**config.mk**
```make
export PLATFORM = sky130hd
export DESIGN_NAME = pixel_stream_packer
export DESIGN_NICKNAME = d
export VERILOG_FILES = /design/src/rtl/pixel_stream_packer.sv
export SDC_FILE = /design/constraint.sdc
export NUM_CORES = 1
export LEC_CHECK = 0
export CAP_MARGIN = 20
export CORE_MARGIN = 8
export CORE_UTILIZATION = 57
export DETAILED_ROUTE_END_ITERATION = 10
export GPL_TIMING_DRIVEN = 0
export MAX_ROUTING_LAYER = met4
export PLACE_DENSITY = 0.77
export SLEW_MARGIN = 10
export SYNTH_ARGS = -nofsm -noshare
export SYNTH_HDL_FRONTEND = slang
export SYNTH_SLANG_ARGS = --single-unit
```
**constraint.sdc**
```tcl
create_clock -name clock -period 2.3 [get_ports clock]
set_input_delay 0.69 -clock clock [delete_from_list [all_inputs] [get_ports clock]]
set_output_delay 0.69 -clock clock [all_outputs]
set_load 0.005 [all_outputs]
```
**src/rtl/pixel_stream_packer.sv**
```systemverilog
// Packs non-blanking 8-bit pixels four at a time into 32-bit words, queues them
// in a fall-through FIFO and writes them to frame memory over a valid/ready port.
module pixel_stream_packer #(
  parameter int unsigned           width      = 420,
  parameter int unsigned           height     = 240,
  parameter int unsigned           FIFO_DEPTH = 16,
  parameter int unsigned           ADDR_WIDTH = 16,
  parameter logic [ADDR_WIDTH-1:0] BASE_ADDR  = '0
) (
  input  logic                  clock,
  input  logic                  reset,
  input  logic [7:0]            din,
  input  logic                  blanking_in,
  input  logic                  validin,
  output logic                  wr_valid,
  input  logic                  wr_ready,
  output logic [ADDR_WIDTH-1:0] wr_addr,
  output logic [31:0]           wr_data,
  output logic                  frame_done,
  output logic                  overflow
);

  localparam int unsigned FRAME_PIX = width * height;
  localparam int unsigned PIX_W     = (FRAME_PIX > 1) ? $clog2(FRAME_PIX) : 1;
  localparam int unsigned PTR_W     = $clog2(FIFO_DEPTH);
  localparam int unsigned CNT_W     = $clog2(FIFO_DEPTH + 1);
  localparam logic [PIX_W-1:0] LAST_PIX = PIX_W'(FRAME_PIX - 1);
  localparam logic [CNT_W-1:0] DEPTH_C  = CNT_W'(FIFO_DEPTH);

  logic [1:0]            r_lane;
  logic [23:0]           r_pack;
  logic [PIX_W-1:0]      r_pix_cnt;
  logic [ADDR_WIDTH-1:0] r_next_addr;

  logic [31:0]           r_mem_data [FIFO_DEPTH];
  logic [ADDR_WIDTH-1:0] r_mem_addr [FIFO_DEPTH];
  logic                  r_mem_last [FIFO_DEPTH];
  logic [PTR_W-1:0]      r_wptr;
  logic [PTR_W-1:0]      r_rptr;
  logic [CNT_W-1:0]      r_count;
  logic                  r_frame_done;
  logic                  r_overflow;

  logic                  w_accept;
  logic                  w_last;
  logic                  w_push;
  logic                  w_pop;
  logic                  w_push_ok;
  logic [31:0]           w_word;

  always_comb begin
    w_accept  = validin & ~blanking_in;
    w_last    = (r_pix_cnt == LAST_PIX);
    w_push    = w_accept && (r_lane == 2'd3);
    w_pop     = (r_count != '0) && wr_ready;
    // A full FIFO still takes the new word when the head leaves on the same edge.
    w_push_ok = w_push && ((r_count < DEPTH_C) || w_pop);
    w_word    = {din, r_pack};
  end

  always_ff @(posedge clock or negedge reset) begin
    if (!reset) begin
      r_lane      <= '0;
      r_pack      <= '0;
      r_pix_cnt   <= '0;
      r_next_addr <= BASE_ADDR;
    end else if (w_accept) begin
      r_lane <= r_lane + 2'd1;
      case (r_lane)
        2'd0:    r_pack[7:0]   <= din;
        2'd1:    r_pack[15:8]  <= din;
        2'd2:    r_pack[23:16] <= din;
        default: ;
      endcase
      r_pix_cnt <= w_last ? '0 : r_pix_cnt + PIX_W'(1);
      // The address advances for dropped words too, keeping frame alignment.
      if (w_push)
        r_next_addr <= w_last ? BASE_ADDR : r_next_addr + ADDR_WIDTH'(1);
    end
  end

  always_ff @(posedge clock or negedge reset) begin
    if (!reset) begin
      for (int unsigned i = 0; i < FIFO_DEPTH; i++) begin
        r_mem_data[i] <= '0;
        r_mem_addr[i] <= BASE_ADDR;
        r_mem_last[i] <= 1'b0;
      end
      r_wptr       <= '0;
      r_rptr       <= '0;
      r_count      <= '0;
      r_frame_done <= 1'b0;
      r_overflow   <= 1'b0;
    end else begin
      if (w_push_ok) begin
        r_mem_data[r_wptr] <= w_word;
        r_mem_addr[r_wptr] <= r_next_addr;
        r_mem_last[r_wptr] <= w_last;
        r_wptr             <= r_wptr + PTR_W'(1);
      end
      if (w_pop)
        r_rptr <= r_rptr + PTR_W'(1);
      case ({w_push_ok, w_pop})
        2'b10:   r_count <= r_count + CNT_W'(1);
        2'b01:   r_count <= r_count - CNT_W'(1);
        default: ;
      endcase
      r_frame_done <= w_pop && r_mem_last[r_rptr];
      if (w_push && !w_push_ok)
        r_overflow <= 1'b1;
    end
  end

  always_comb begin
    wr_valid   = (r_count != '0);
    wr_addr    = r_mem_addr[r_rptr];
    wr_data    = r_mem_data[r_rptr];
    frame_done = r_frame_done;
    overflow   = r_overflow;
  end

endmodule
```
* Word-level counts from Yosys, hierarchy flattened *
Index checks and enable logic that the tools add are counted.

storage, ports and cells
  bits in registers = 858
  input port bits = 13

cells by class
  add/subtract/negate cells = 7
  magnitude comparators = 4
  eq/ne operators = 6
  multiplexer cells = 21
  bitwise logic cells = 4
  reductions and logical operators = 15

operators with widths
  cell                     count
  $bwmux W512              1
  $bwmux W256              1
  $bmux W32 S4             1
  $demux W32 S4            1
  $mux W32                 3
  $bmux W16 S4             1
  $demux W16 S4            1
  $mux W16                 4
  $add A17 B1 Y17 const B  1
  $eq A17 B17 Y1 const B   1
  $mux W17                 1
  $add A16 B1 Y16 const B  1
  $bwmux W16               1
  $ge A5 B5 Y1 const B     2
  $not A4 Y5               2
  $pmux W5 S2              1
  $add A4 B1 Y4 const B    2
  $reduce_and A2 Y1        4
  $eq A2 B2 Y1 const B     3
  $logic_and A1 B1 Y1      6
  $add A5 B1 Y5 const B    1
  $lt A5 B1 Y1 const B     1
  $lt A5 B5 Y1 const B     1
  $reduce_bool A5 Y1       1
  other kinds (12)         15

* Longest topological paths before layout *
  depth after elaboration = 6
  depth in mapped cells = 11
  mapped depth without buffers = 9

* Worst setup path before layout *
Ideal clock, no wire load.

  kind = input port to flip-flop
  start point = input port wr_ready
  end point = register r_count[4]
  data arrival time = 2.601 ns
  setup slack = -0.417 ns
  cell stages on the path = 9
  cells stage by stage = nand2b_1 > buf_4 > buf_6 > nand2_1 > ha_1 > fa_1 > a21oi_1 > o21ai_0 > o311ai_0

between the ends
  longest elaborated chain between the ends = 5
  elaborated cells between the ends (all ways) = 7

ends and longest elaborated chain
  what                                                      RTL line  text
  start, declared                                           16        input logic wr_ready,
  $logic_and A1 B1 Y1 (*)                                   55        w_pop = (r_count != '0) && wr_ready;
  $logic_or A1 B1 Y1                                        57        w_push_ok = w_push && ((r_count < DEPTH_C) || w_pop);
  $logic_and A1 B1 Y1                                       57
  $eq A2 B1 Y1 / $eq A2 B2 Y1 (equally long branches)       103       case ({w_push_ok, w_pop})
  $pmux W5 S2 / $reduce_bool A2 Y1 (equally long branches)  n/a
  end signal, assigned                                      104       2'b10: r_count <= r_count + CNT_W'(1);
  end signal, assigned                                      105       2'b01: r_count <= r_count - CNT_W'(1);
  end, declared                                             40        logic [CNT_W-1:0] r_count;

Mark *: on every way between the ends. The rest lies on a longest branch, timed or not.
A chain may end at the register's enable or synchronous reset.

* Worst setup path in the final report *
  start point = register r_rptr[0]
  end point = output port wr_data[31]

between the ends
  longest elaborated chain between the ends = 4

ends and longest elaborated chain
  what                                          RTL line  text
  start, declared                               39        logic [PTR_W-1:0] r_rptr;
  start signal, assigned                        102       r_rptr <= r_rptr + PTR_W'(1);
  $not A4 Y5 (not written as such)              117       wr_data = r_mem_data[r_rptr];
  $bmux W32 S4                                  117
  $mux W32 (not written as such) (2 in series)  117
  end, declared                                 18        output logic [31:0] wr_data,

No other way between the ends. The select of a mux whose other input is x is not followed.

==> qor.txt <==
================================================================================
Result of the run ................................................. finished, violations left
Failing checks .................................................... negative setup slack
Syn avg cell area .................................................    15.2 um^2
Critical path's largest stage delay ...............................      0.53 ns
Most common cell type on the critical path ........................ sky130_fd_sc_hd__clkbuf_16
Static Leakage ....................................................      22.4 nW
Yosys cell types ..................................................           52
Start-to-end type of the worst setup path .........................   reg -> out
Drc violations ....................................................            0
Initial DRT Pass Iterations .......................................            5
Cts bufs inserted .................................................           89
Num ports .........................................................           64
Detail Placement HPWL .............................................    64,700 um
Initial core utilization ..........................................        0.575
Post-synth EDFFs ..................................................            0
Crit. path cell count .............................................            7
Clock-pin transition on the worst setup and hold timing paths .....      0.06 ns
Pwr dens .......................................................... 1030 nW/um^2
Clock tree root buffer cell ....................................... sky130_fd_sc_hd__clkbuf_16
Worst min-delay path class ........................................  in -> async
Final GP Congestion ...............................................        0.852
Via count of the first global-routing pass ........................       25,200
Fraction of final layout cells sized beyond drive strength 1 ......        0.418
Signal arrival time at the worst endpoint .........................      2.80 ns
Violation count after the first detailed-route iteration ..........        2,162
Worst-case clock skew .............................................    0.0277 ns
Most instantiated library cell after synthesis .................... sky130_fd_sc_hd__dfrtp_1
CP max FO .........................................................            7
Number of pins with negative max-slew slack in the final report ...            0
Top post-synthesis cells by count ................................. sky130_fd_sc_hd__dfrtp_1 (858), sky130_fd_sc_hd__mux2_2 (412), sky130_fd_sc_hd__mux2_1 (352)
Synthesis-to-finish area growth ...................................        18.4%
Mapped Area .......................................................  38,500 um^2
Setup repair after global routing missed its margin ...............          yes
Reg2Reg Setup Slack ...............................................     -0.14 ns
Via density per instance ..........................................         6.43
Synthesized netlist cell count ....................................        2,528
Final setup violation count .......................................           87
Dominant register cell in the synthesized netlist ................. sky130_fd_sc_hd__dfrtp_1
Highest achievable clock rate .....................................      287 MHz
Via count .........................................................       24,000
Count of state elements after synthesis ...........................          858
Die W .............................................................       276 um
H-tree lvl count ..................................................            3
Max cap viols .....................................................            0
Worst Setup EP ....................................................  wr_data[31]
Crit path buf inv count ...........................................            4
TritonCTS Sinks ...................................................          858
IO Port Bufs ......................................................           55
Skew-Pair Late Insertion Delay ....................................      0.64 ns
Ys async rst share ................................................         1.00
Leading area contributor after synthesis .......................... sky130_fd_sc_hd__dfrtp_1
Final Hold Violating Endpoints ....................................            0
Number of antenna violations at the first check in global routing .            3
Grt ovf ...........................................................            0
Die Footprint .....................................................  76,200 um^2
Number of synthesis warnings ......................................            0
Smallest setup slack after layout .................................     -1.19 ns
Number of cells on the worst reg-to-reg path ......................           11
Net count after synthesis .........................................        2,557
Wire length per cell after detailed routing .......................      27.5 um
Max-slew headroom .................................................        0.266
Die outline height ................................................       276 um
Slowest library cell on the worst path ............................ sky130_fd_sc_hd__dfrtp_2
Required time of the worst setup path .............................      1.61 ns
Antenna viol nets, final ..........................................            0
Worst reg2reg startpoint ..........................................    r_lane[0]
Startpoint type of the worst setup path ...........................    flip-flop
Global-route total usage across every layer .......................        0.267
Cell family contributing the most delay on the critical path ...... buffers and inverters
Hold buffer count at cts ..........................................            0
Clock tree from TritonCTS .........................................          yes
Nets ..............................................................        2,827
Filler Cell Count .................................................        4,301
Cell breakdown of the critical path ............................... clkbuf_16 -> clkbuf_16 -> buf_4 -> mux4_2 -> a22oi_2 -> nand2_2 -> clkbuf_2
Number of antenna diodes ..........................................            0
Ratio of final minimum period to clock period .....................         1.52
Endpoint of the worst register-to-register path ...................   r_count[4]
Shortest period the worst path allows .............................      3.49 ns
Maximum VDD drop ..................................................     0.580 mV
Transition time of the tightest slew-check pin ....................      1.10 ns
Post-Route Utilization ............................................        0.680
Dominant cells by area after synthesis ............................ sky130_fd_sc_hd__dfrtp_1 (56%), sky130_fd_sc_hd__mux2_2 (12%), sky130_fd_sc_hd__mux4_2 (11%), sky130_fd_sc_hd__mux2_1 (10%), sky130_fd_sc_hd__a22oi_1 (1.9%)
Worst setup startpoint ............................................    r_rptr[0]
Fraction of synthesized cell area taken by the top area cell type .        0.557
Register area share after synthesis ...............................        0.557
Pin count of the biggest net entering global routing ..............          119
Global-route wire length before repair ............................   153,000 um
Final routed wirelength across all metal layers ...................   103,000 um
Crit end category .................................................   output pin
Maximum number of buffers from clock root to sink .................            3
Area inside the core boundary .....................................  67,000 um^2
Core Rows .........................................................           95
Worst-case hold slack .............................................   0.00178 ns
================================================================================
==> state kept, by name (all words and copies together) (netlist names), 5 cells and up <==
signal	cells
r_mem_data	512
r_mem_addr	256
r_pack	24
r_pix_cnt	17
r_mem_last	16
r_next_addr	16
r_count	5
==> cell families after synthesis <==
family                     count (synthesis)  synth area share
adders and majority gates                 16           0.00539
buffers and inverters                    240            0.0278
xor gates and xnor gates                  31           0.00705
and+or+nand+nor                          244            0.0348
AOI/OAI and AO/OA                        176            0.0299
DFF                                      858             0.557
muxes                                    963             0.338
==> final cells by class <==
class	count	area, um^2	area share
Sequential cell	858	21500	0.471
Multi-Input combinational cell	1430	16500	0.362
Clock buffer	133	2670	0.0586
Timing Repair Buffer	179	1840	0.0403
Buffer	230	1700	0.0372
Tap cell	873	1090	0.0239
Clock inverter	28	277	0.00606
Inverter	10	37.5	0.000823
==> per-stage QoR <==
stage | total power [mW] | setup slack, ns | cells | cell area, um^2 | TNS [ns]
floorplan | 24.5 | -0.0211 | 2528 | 38600 | -1.01
global placement | 28.2 | -34.97 | 3456 | 40200 | -
detailed placement | 28.7 | -1.62 | 3464 | 40500 | -680.81
CTS | 44.0 | -1.30 | 3627 | 43900 | -64.22
global route | 48.7 | -1.20 | 3741 | 45600 | -53.52
finish | 47.1 | -1.19 | 3741 | 45600 | -51.65
==> how the worst min path moves through the flow <==
stage | from | endpoint | slack (ns) | cells past startpoint
after floorplan | reset | frame_done | 0.39 | 0
final | reset | r_mem_data[363] | 0.002 | 1
after CTS | reset | r_mem_data[327] | 0.08 | 1
after global routing | reset | r_mem_data[265] | 0.03 | 1
after global placement | r_mem_addr[105] | r_mem_addr[105] | 0.46 | 2
after detailed placement | r_mem_addr[89] | r_mem_addr[89] | 0.47 | 2
==> placed cells by master (no fill, tap or decap), types with 5 or more instances in the layout <==
| master | synthesis | final |
|---|---|---|
| sky130_fd_sc_hd__ha_1 | 15 | 10 |
| sky130_fd_sc_hd__mux2i_1 | 5 | 5 |
| sky130_fd_sc_hd__clkbuf_2 | 1 | 34 |
| sky130_fd_sc_hd__a22oi_1 | 96 | 28 |
| sky130_fd_sc_hd__nand4_1 | 17 | 17 |
| sky130_fd_sc_hd__xnor2_1 | 19 | 19 |
| sky130_fd_sc_hd__mux4_2 | 194 | 194 |
| sky130_fd_sc_hd__buf_8 | 0 | 11 |
| sky130_fd_sc_hd__nand2_1 | 123 | 107 |
| sky130_fd_sc_hd__clkinv_2 | 0 | 14 |
| sky130_fd_sc_hd__dfrtp_1 | 858 | 854 |
| sky130_fd_sc_hd__buf_16 | 0 | 17 |
| sky130_fd_sc_hd__clkbuf_1 | 103 | 77 |
| sky130_fd_sc_hd__nor2_1 | 28 | 27 |
| sky130_fd_sc_hd__buf_2 | 110 | 83 |
| sky130_fd_sc_hd__nor3_1 | 8 | 7 |
| sky130_fd_sc_hd__buf_12 | 0 | 20 |
| sky130_fd_sc_hd__nand2_2 | 0 | 15 |
| sky130_fd_sc_hd__buf_4 | 4 | 87 |
| sky130_fd_sc_hd__clkbuf_4 | 0 | 34 |
| sky130_fd_sc_hd__o21ai_0 | 57 | 55 |
| sky130_fd_sc_hd__a21oi_1 | 7 | 5 |
| sky130_fd_sc_hd__xor2_1 | 12 | 12 |
| sky130_fd_sc_hd__clkbuf_16 | 0 | 99 |
| sky130_fd_sc_hd__ha_4 | 0 | 5 |
| sky130_fd_sc_hd__nand3_1 | 13 | 13 |
| sky130_fd_sc_hd__nor2b_1 | 5 | 5 |
| sky130_fd_sc_hd__buf_1 | 10 | 8 |
| sky130_fd_sc_hd__inv_1 | 10 | 10 |
| sky130_fd_sc_hd__o21ai_1 | 4 | 6 |
| sky130_fd_sc_hd__a22oi_2 | 0 | 68 |
| sky130_fd_sc_hd__mux2_2 | 412 | 412 |
| sky130_fd_sc_hd__nand4_4 | 10 | 11 |
| sky130_fd_sc_hd__mux2_1 | 352 | 352 |
| sky130_fd_sc_hd__clkbuf_8 | 0 | 31 |
| sky130_fd_sc_hd__buf_6 | 2 | 33 |
==> power by group <==
group / internal [mW] / switching, mW
logic: 6.98 / 7.50
registers: 16.7 / 1.41
clock network: 8.39 / 6.08
==> worst reg2reg max path, stage by stage (launching register included) <==
cell and delay [ns]:
sky130_fd_sc_hd__dfrtp_1 0.42, sky130_fd_sc_hd__ha_4 0.18, sky130_fd_sc_hd__and3b_1 0.19, sky130_fd_sc_hd__buf_6 0.15, sky130_fd_sc_hd__buf_12 0.13, sky130_fd_sc_hd__nand2_8 0.07, sky130_fd_sc_hd__ha_4 0.23, sky130_fd_sc_hd__fa_2 0.27
sky130_fd_sc_hd__a21oi_4 0.07, sky130_fd_sc_hd__nor4_1 0.30, sky130_fd_sc_hd__nand4b_1 0.18, sky130_fd_sc_hd__o311ai_2 0.12
==> what timing repair did <==
item / in CTS / in global routing
cloned: 0 / 9
gates resized for setup: 234 / 284
pin swaps: 7 / 99
endpoints found under the hold margin: 0 / 0
setup endpoints to repair: 463 / 643
setup buffers: 2 / 105
==> per-layer routing <==
layer  up-vias  track usage  part of all wire
met5         -            -                 0
met4         0       0.0908             0.039
met3       269       0.0493             0.068
met2       929        0.421              0.49
met1     12900        0.350              0.41
li1       9918            -                 -
Power figures use the tool's default switching activity.
